$ cat src/rtl/secure_serdes_crypt_core_if.sv
// Bus bundle for secure_serdes_crypt_core: serial plaintext/key in, word and serial ciphertext out.
//
// Handshake: start is a request that is taken only on an edge where busy=0. After
// that the block owns the word. It samples a_bit/b_bit for WIDTH cycles, then
// publishes cipher with cipher_valid=1, then streams ser_out under ser_valid=1
// for WIDTH cycles, and finally pulses done. There is no backpressure. A
// consumer must take ser_out on every cycle in which ser_valid=1. abort (while
// busy) drops the word and clears both valid flags on the next edge.
interface secure_serdes_crypt_core_if #(
  parameter int WIDTH = 8
);
  localparam int RW = $clog2(WIDTH);

  logic             start;
  logic             abort;
  logic             mode;
  logic             a_bit;
  logic             b_bit;
  logic             busy;
  logic [WIDTH-1:0] cipher;
  logic             cipher_valid;
  logic             ser_out;
  logic             ser_valid;
  logic             done;
  logic [2:0]       dbg_state;
  logic [RW-1:0]    dbg_rot;

  modport master (
    output start, abort, mode, a_bit, b_bit,
    input  busy, cipher, cipher_valid, ser_out, ser_valid, done, dbg_state, dbg_rot
  );

  modport slave (
    input  start, abort, mode, a_bit, b_bit,
    output busy, cipher, cipher_valid, ser_out, ser_valid, done, dbg_state, dbg_rot
  );
endinterface

$ cat src/rtl/secure_serdes_crypt_core.sv
// Serial-in / serial-out XOR cipher core with optional rolling (rotated) key.
// The core shifts in one plaintext word and one key word MSB first. It computes
// cipher = A ^ rotl(B, r) in a single cycle, then shifts the result out MSB first.
module secure_serdes_crypt_core #(
  parameter int WIDTH  = 8,
  parameter int ROT_EN = 1
) (
  input logic clk,
  input logic rst,
  secure_serdes_crypt_core_if.slave bus
);
  localparam int CW = $clog2(WIDTH);
  localparam logic [CW-1:0] LAST = CW'(WIDTH - 1);

  localparam logic [2:0] S_IDLE      = 3'd0;
  localparam logic [2:0] S_SHIFT_IN  = 3'd1;
  localparam logic [2:0] S_CRYPT     = 3'd2;
  localparam logic [2:0] S_SHIFT_OUT = 3'd3;
  localparam logic [2:0] S_DONE      = 3'd4;

  logic [2:0]       state;
  logic [CW-1:0]    cnt;
  logic [CW-1:0]    rot_cnt;
  logic [CW-1:0]    rot_amt;
  logic             mode_q;
  logic             cipher_valid_q;
  logic [WIDTH-1:0] a_reg;
  logic [WIDTH-1:0] b_reg;
  logic [WIDTH-1:0] cipher_q;
  logic [WIDTH-1:0] out_sh;
  logic [WIDTH-1:0] key_rot;

  // Rotation amount: the rolling counter only applies in rolling mode with rotation enabled.
  always_comb begin
    rot_amt = '0;
    if ((ROT_EN != 0) && mode_q) begin
      rot_amt = rot_cnt;
    end
    // A shift by WIDTH yields zero, so rot_amt=0 degenerates cleanly to b_reg.
    key_rot = (b_reg << rot_amt) | (b_reg >> (WIDTH - int'(rot_amt)));
  end

  // Main sequencer: abort from any busy state wins over everything else.
  always_ff @(posedge clk or posedge rst) begin
    if (rst) begin
      state          <= S_IDLE;
      cnt            <= '0;
      rot_cnt        <= '0;
      mode_q         <= 1'b0;
      cipher_valid_q <= 1'b0;
      a_reg          <= '0;
      b_reg          <= '0;
      cipher_q       <= '0;
      out_sh         <= '0;
    end else if (bus.abort && (state != S_IDLE)) begin
      // Drop the word; cipher keeps its last value but is no longer marked valid.
      state          <= S_IDLE;
      cnt            <= '0;
      cipher_valid_q <= 1'b0;
    end else begin
      case (state)
        S_IDLE: begin
          if (bus.start) begin
            state          <= S_SHIFT_IN;
            mode_q         <= bus.mode;
            cnt            <= '0;
            cipher_valid_q <= 1'b0;
          end
        end
        S_SHIFT_IN: begin
          a_reg <= {a_reg[WIDTH-2:0], bus.a_bit};
          b_reg <= {b_reg[WIDTH-2:0], bus.b_bit};
          if (cnt == LAST) begin
            state <= S_CRYPT;
            cnt   <= '0;
          end else begin
            cnt <= cnt + 1'b1;
          end
        end
        S_CRYPT: begin
          cipher_q       <= a_reg ^ key_rot;
          out_sh         <= a_reg ^ key_rot;
          cipher_valid_q <= 1'b1;
          // The counter advances on every completed word, even in plain mode.
          rot_cnt        <= (rot_cnt == LAST) ? '0 : rot_cnt + 1'b1;
          cnt            <= '0;
          state          <= S_SHIFT_OUT;
        end
        S_SHIFT_OUT: begin
          out_sh <= out_sh << 1;
          if (cnt == LAST) begin
            state <= S_DONE;
            cnt   <= '0;
          end else begin
            cnt <= cnt + 1'b1;
          end
        end
        S_DONE: begin
          // start is deliberately ignored here; a new word begins from IDLE only.
          state <= S_IDLE;
        end
        default: begin
          state <= S_IDLE;
        end
      endcase
    end
  end

  assign bus.busy         = (state != S_IDLE);
  assign bus.cipher       = cipher_q;
  assign bus.cipher_valid = cipher_valid_q;
  assign bus.ser_valid    = (state == S_SHIFT_OUT);
  assign bus.ser_out      = (state == S_SHIFT_OUT) & out_sh[WIDTH-1];
  assign bus.done         = (state == S_DONE);
  assign bus.dbg_state    = state;
  assign bus.dbg_rot      = rot_cnt;
endmodule

$ cat src/flat_wrapper.sv
// flat-port wrapper written by rule: the top's interface ports become plain ports
module secure_serdes_crypt_core_flat 
#(
  parameter int WIDTH  = 8,
  parameter int ROT_EN = 1
)
  (clk, rst, bus_start, bus_abort, bus_mode, bus_a_bit, bus_b_bit, bus_busy, bus_cipher, bus_cipher_valid, bus_ser_out, bus_ser_valid, bus_done, bus_dbg_state, bus_dbg_rot);
  secure_serdes_crypt_core_if #(.WIDTH(WIDTH)) bus_i ();
  input logic clk;
  input logic rst;
  input wire logic [$bits(bus_i.start)-1:0] bus_start;
  input wire logic [$bits(bus_i.abort)-1:0] bus_abort;
  input wire logic [$bits(bus_i.mode)-1:0] bus_mode;
  input wire logic [$bits(bus_i.a_bit)-1:0] bus_a_bit;
  input wire logic [$bits(bus_i.b_bit)-1:0] bus_b_bit;
  output wire logic [$bits(bus_i.busy)-1:0] bus_busy;
  output wire logic [$bits(bus_i.cipher)-1:0] bus_cipher;
  output wire logic [$bits(bus_i.cipher_valid)-1:0] bus_cipher_valid;
  output wire logic [$bits(bus_i.ser_out)-1:0] bus_ser_out;
  output wire logic [$bits(bus_i.ser_valid)-1:0] bus_ser_valid;
  output wire logic [$bits(bus_i.done)-1:0] bus_done;
  output wire logic [$bits(bus_i.dbg_state)-1:0] bus_dbg_state;
  output wire logic [$bits(bus_i.dbg_rot)-1:0] bus_dbg_rot;
  assign bus_i.start = bus_start;
  assign bus_i.abort = bus_abort;
  assign bus_i.mode = bus_mode;
  assign bus_i.a_bit = bus_a_bit;
  assign bus_i.b_bit = bus_b_bit;
  assign bus_busy = bus_i.busy;
  assign bus_cipher = bus_i.cipher;
  assign bus_cipher_valid = bus_i.cipher_valid;
  assign bus_ser_out = bus_i.ser_out;
  assign bus_ser_valid = bus_i.ser_valid;
  assign bus_done = bus_i.done;
  assign bus_dbg_state = bus_i.dbg_state;
  assign bus_dbg_rot = bus_i.dbg_rot;
  secure_serdes_crypt_core #(.WIDTH(WIDTH), .ROT_EN(ROT_EN)) u_core (.clk(clk), .rst(rst), .bus(bus_i));
endmodule
$ cat config.mk
export PLATFORM = sky130hd
export DESIGN_NAME = secure_serdes_crypt_core_flat
export DESIGN_NICKNAME = d
export VERILOG_FILES = /design/src/rtl/secure_serdes_crypt_core_if.sv /design/src/rtl/secure_serdes_crypt_core.sv /design/src/flat_wrapper.sv
export SDC_FILE = /design/constraint.sdc
export NUM_CORES = 1
export LEC_CHECK = 0
export CELL_PAD_IN_SITES_DETAIL_PLACEMENT = 1
export CELL_PAD_IN_SITES_GLOBAL_PLACEMENT = 2
export CORE_MARGIN = 4
export CORE_UTILIZATION = 38
export DETAILED_ROUTE_END_ITERATION = 7
export HOLD_SLACK_MARGIN = 0.1
export PLACE_DENSITY = 0.88
export SETUP_SLACK_MARGIN = 0.02
export SKIP_CTS_REPAIR_TIMING = 1
export SLEW_MARGIN = 30
export SYNTH_ARGS = -nofsm -noshare
export SYNTH_HDL_FRONTEND = slang
export SYNTH_SLANG_ARGS = --single-unit
$ cat constraint.sdc
create_clock -name clk -period 3.4 [get_ports clk]
set_clock_uncertainty 0.15 [all_clocks]
set_input_delay 0.34 -clock clk [delete_from_list [all_inputs] [get_ports clk]]
set_output_delay 0.34 -clock clk [all_outputs]
set_load 0.005 [all_outputs]
==> results.md <==
* Worst Path Buf+Inv at 0
* List of most frequent post-synthesis cells: dfrtp_1 (43), nand2_1 (35), mux2_2 (16), o21ai_0 (16), a21oi_1 (15)
* TritonCTS clock tree: done
* Slew Viols, Final at 0
* Biggest area consumer among synthesized cells: dfrtp_1
* Normalized max-slew margin at 46.0%
* Growth of design area from synthesis to finish at 14.1%
* Root buf cell: clkbuf_8
* Parity-gate share of the synthesized area counting xor and xnor cells at about 3.5%
* TritonCTS buffer count at 5
* Count of standard-cell rows at 29
* Worst Path Required at 3420 ps
* Util after Layout at 44.7%
* Share of synthesized area occupied by flip-flops and latches at 43.2%
* Multi-input combinational cell area at approximately 1300 sq um
* Final ANT Viol Nets at 0
* Worst Path Max Fanout at 24
* Synth Area in Adders at 2.01%
* Dpl ws at ~840 ps
* Cell with the most instances after synthesis: dfrtp_1
* Net Sw Frac at 35.3%
* Combinational cell fraction of total power at 30.2%
* Worst-path cell with the longest stage delay: dfrtp_1
* Ant diodes at 0
* Cell family with the largest share of critical-path delay: flip-flops
* Die area at 7910 sq um
* Drt drc at 0
* Total core area at between 6000 and 7000 sq um
* Cells after Synth at between 200 and 300
* Total routed wirelength at 6210 microns
* Number of nets produced by synthesis at 274
* Type of the worst setup path: flip-flop to flip-flop
* Synth top area share at 43.2%
* Total power at 0.00171 W
* Clock insertion delay at the later pin of the skew report at roughly 300 ps
* Number of flops mapped to enable cells by yosys at 0
* HP Class: input pin to async pin
* Placer congestion estimate at 0.907
* Data arrival time of the critical path at between 2000 and 3000 ps
* Total clock sinks at 43
* Post-Syn Area at 2490 sq um
* Maximum number of pins on one net before global-route repair at 31
* First-pass detailed-route iteration total at 6
* I/O pin count at 26
* Number of filler instances in the final layout at 723
* Main area contributors after synthesis: dfrtp_1 (43%), mux2_2 (7.2%), nand2_1 (5.3%)
* Transition at the pin with the smallest max-transition slack at between 800 and 900 ps
* Horizontal extent of the die at 88.9 microns
* Proportion of layout cells with a drive suffix above 1 at 11.5%
* Main combinational cell family by area after synthesis: compound AO/OA/AOI/OAI gates
* Port bufs at 25
* Highest ir drop seen on vdd at 205 uV
* Initial core utilization at around two fifths
* Clock group share of total power at about 23%
* Wire length of the first global-routing pass at 10600 microns
* Post-route setup slack at 904 ps
* Post-synthesis mux area share at 9.45%
* Final Hold Violating Endpoints at 0
* Net switching power figure at 0.000604 W
* Depth of the most critical reg-to-reg path at 6
* Wirelength per Cell at 17.4 microns
* Static leakage power at 1.25 nW
* Max Fclk at 401 MHz
* Synth async-reset ratio at 100%
* Main synth FF type: dfrtp_1
* Post-DP HPWL at 4430 microns
* Number of cells on the critical path at 6
* Yosys warning total at 0
* Flop2flop setup slack at 900 ps
* Final number of setup-violating endpoints at 0
* Post-route minimum period at around 2500 ps
* Final sum of negative setup slack at 0 ps
* Kind of launch point of the worst setup path: flip-flop
* Simple-Gate Fraction of Synth Area at 15.5%
* Unrepaired setup endpoints after global routing: no
* Overflow after GRT at 0
* Storage cell area at 1080 sq um
* Cell internal pwr at approximately 0.0011 W
* Crit. Startpoint: u_core.bus.dbg_rot[1]$_DFFE_PP0P_
* H-Tree Depth at 2
* Max-cap violations at 0
* Capturing point of the worst reg2reg path: u_core.out_sh[4]$_DFFE_PP0P_
* Total global-route track usage at 17.4%
* Synth cell types at approximately 50
* Die span in y at between 80 and 90 microns
* Net count, final at 290
* Antenna violations before repair at 0
* Worst hold slack at ~200 ps
* Number of buffers on the longest clock path at 2
* Number of flip-flops and latches in the synthesized netlist at 43
* Chain of cells forming the critical path: and2b_1, a21o_1, a222oi_1, o2bb2ai_1, xnor2_1, a21oi_1
* Post-synthesis compound-gate area fraction at roughly a fifth
* Clock input transition at the sequential cells of the worst setup and hold paths at 80 ps
* End of the critical path: u_core.out_sh[4]$_DFFE_PP0P_
* Startpoint of the most critical register-to-register path: u_core.bus.dbg_rot[1]$_DFFE_PP0P_
* Ratio of routed vias to standard cells at 5.64
* Relative contribution of sequential cells to total power at 47.0%
* Number of DRC violations after detailed-routing iteration 0 at 222
* Slowest stage delay, CP at 870 ps
* Outcome: finished clean
* Power density normalized to cell area at 602 nW/um^2
* Endpoint kind of the worst setup timing path: flip-flop
* Via count of the first global-routing pass at 2044
* Share of the cycle needed by the critical path after routing at 73.4%
* Vias at between 2000 and 2500
* Post-Syn Area per Cell at about 9.5 sq um
==> final cells by class <==
class                           instances  area share [%]
Clock buffer                            6            2.55
Inverter                                9            1.19
Sequential cell                        43            37.9
Multi-Input combinational cell        191            44.0
Tap cell                               77            3.39
Clock inverter                          1            1.06
Timing Repair Buffer                   29            9.86
==> cells by family after synthesis <==
group	Yosys count
compound gates	75
mux	21
xor+xnor	10
flops	43
buf+inv	29
simple gates	81
fa+ha+maj	4
==> through the flow <==
stage               instances  cell area (sq um)
finish                    356               2840
floorplan                 263               2490
global route              356               2840
detailed placement        349               2740
global placement          349               2740
CTS                       356               2840
==> power groups by stage <==
| stage | sequential [W] | clock [W] | combinational [W] |
|---|---|---|---|
| 6_report | 0.000804 | 0.000391 | 0.000516 |
| 5_1_grt | 0.000832 | 0.000426 | 0.000573 |
| 4_1_cts | 0.000802 | 0.000401 | 0.000522 |
| 3_5_place_dp | 0.000812 | 0 | 0.000517 |
| 3_3_place_gp | 0.000809 | 0 | 0.000509 |
| 2_1_floorplan | 0.000709 | 0 | 0.000461 |
==> cells in the final DEF (no fill, tap or decap), types with 2 or more instances in the layout <==
cell type,instances
dfrtp_1,42
nand2_1,35
clkdlybuf4s50_1,25
mux2_2,16
o21ai_0,16
a21oi_1,15
nor2_1,13
inv_1,8
xnor2_1,7
o21ai_1,7
a21o_1,6
nor3_1,6
a32oi_1,5
clkbuf_8,5
a221oi_1,4
nor2b_1,4
mux2i_1,4
o22ai_1,4
ha_1,4
buf_4,4
nor2_2,3
nand3_1,3
xor2_1,3
and3_1,3
o31ai_1,3
a22o_1,3
a22oi_1,3
and2_1,3
nand2b_1,2
a222oi_1,2
==> metal layers <==
layer  up-vias  wire length [microns]  track usage (%)
met5         -                      0                0
met4         0                     14             3.25
met3         2                    259             4.06
met2        39                   3130             27.6
met1      1005                   2810             24.5
li1        963                      -                -
==> worst min path at each step <==
stage                                     start                                   to  slack (ps)  cells past startpoint
2_1_floorplan                         bus_abort  u_core.bus.dbg_state[1]$_DFFE_PP0P_         260                      1
3_3_place_gp   u_core.bus.cipher[1]$_DFFE_PP0P_     u_core.bus.cipher[1]$_DFFE_PP0P_         310                      2
3_5_place_dp   u_core.bus.cipher[1]$_DFFE_PP0P_     u_core.bus.cipher[1]$_DFFE_PP0P_         320                      2
4_1_cts                                     rst            u_core.mode_q$_DFFE_PP0P_         220                      2
5_1_grt                                     rst     u_core.bus.cipher[7]$_DFFE_PP0P_         230                      2
6_report                                    rst            u_core.cnt[2]$_DFFE_PP0P_         200                      2
Note: power is estimated with default switching activity, not from simulation.
==> edit (config.mk and constraints unchanged) <==
Make the reset (`rst`) synchronous in one clocked block.
--- a/src/rtl/secure_serdes_crypt_core.sv
+++ b/src/rtl/secure_serdes_crypt_core.sv
@@ -41,7 +41,7 @@
   end
 
   // Main sequencer: abort from any busy state wins over everything else.
-  always_ff @(posedge clk or posedge rst) begin
+  always_ff @(posedge clk) begin
     if (rst) begin
       state          <= S_IDLE;
       cnt            <= '0;
Formal check against the unedited RTL: differs if rst is asserted again (counterexample within 4 cycles, from zero or initial values and one cycle with rst high); with rst held inactive, the same outputs for 10 cycles.
==> edit against the unedited design <==
  * Design area shrank 0.57%
  * Sequential cell count is the same
  * Setup slack lost 0.079 ns
  * Wire length grew 5.4%
  * Via count grew 11%
  * Synthesized area shrank 0.15%
  * Highest routed layer unchanged
Power is not compared: it rests on default switching activity, and its combinational part moved more than twofold at a synthesized area within 25%.
==> edit: results (changes against the unedited design) <==
Global route
  – Overall Global Routing Usage: 17.8% (+0.38 points)
  – Vias in the first global route: 2148 (+5.1%)

Layout
  – Multi-Input Combinational: 228 (+19%)
  – Buffers excl. clock: 31 (+6.9%)
  – Fillers: 765 (+5.8%)
  – ClkCell Share: 3.01% (-0.60 points)
  – Inverters, non-clock: 6 (-3)
  – Post-Route Utilization: 44.5% (-0.26 points)
  – Fraction of area in registers: 30.5% (-7.4 points)
  – Area of the multi-input gates: 1470 um2 (+17%)

Detailed routing
  – 1st-pass router iterations: 4 (-2)
  – Avg WL per Cell: 16.7 um (-4.5%)
  – Final wirelength: 6540 um (+5.4%)
  – DR WL met3: 209 um (-19%)

Status
  – Outcome: finished, final reports clean

Place
  – Post-DP HPWL: 4780 um (+8.1%)
  – Placed Cells: 385 (+10%)
  – Placed Area: 2730 um2 (-0.14%)
  – Routability cong.: 0.904 (-0.40%)

Logic synthesis
  – Synth Area in Compound Gates: 25.3% (+5.5 points)
  – List of most frequent post-synthesis cells: nand2_1, dfxtp_1, a21oi_1
  – Syn Area/Cell: 8.29 um2 (-12%)
  – Top FF cell, synth: dfxtp_1
  – Adder-cell share of the synthesized area: 2.01% (+0.0030 points)
  – Post-synth ARST share: 0% (-100 points)

Critical path
  – Worst r2r dst: u_core.bus.cipher[2]
  – Setup slack, reg-to-reg: 0.83 ns (-0.08 ns)
  – Worst-path maximum fanout: 27 (+13%)

STA
  – Worst setup margin: 0.825 ns (-0.0786 ns)
  – Relative slew slack: 36.5% (-9.4 points)
==> edit: cell types whose count changed after synthesis, moves of 5 or more <==
cell | unedited run | this run
mux2_2 | 16 | 1
inv_1 | 9 | 4
nand2_1 | 35 | 63
dfrtp_1 | 43 | 0
dfxtp_1 | 0 | 43
a21oi_1 | 15 | 30
o21ai_0 | 16 | 6
o21ai_1 | 7 | 1
==> edit: critical path, stage by stage, from the launching register on <==
cell and delay [ns]:
dfxtp_1 0.95, o21ai_2 0.27, a2111oi_4 0.42, o221ai_1 0.21
xor2_1 0.25, nand2_1 0.08, a21oi_1 0.14
==> edit: per-layer routing <==
layer | vias up | global-route usage, %
li1 | 1114 | -
met1 | 1074 | 25.7
met2 | 40 | 26.7
met3 | 7 | 3.45
met4 | 0 | 5.08
met5 | - | 0
==> edit: power breakdown <==
part	switching, mW	leakage, nW	internal [mW]
logic	0.0353	0.552	0.0223
clock network	0.183	0.0412	0.144
registers	0.00865	0.347	0.507
total	0.227	0.941	0.673
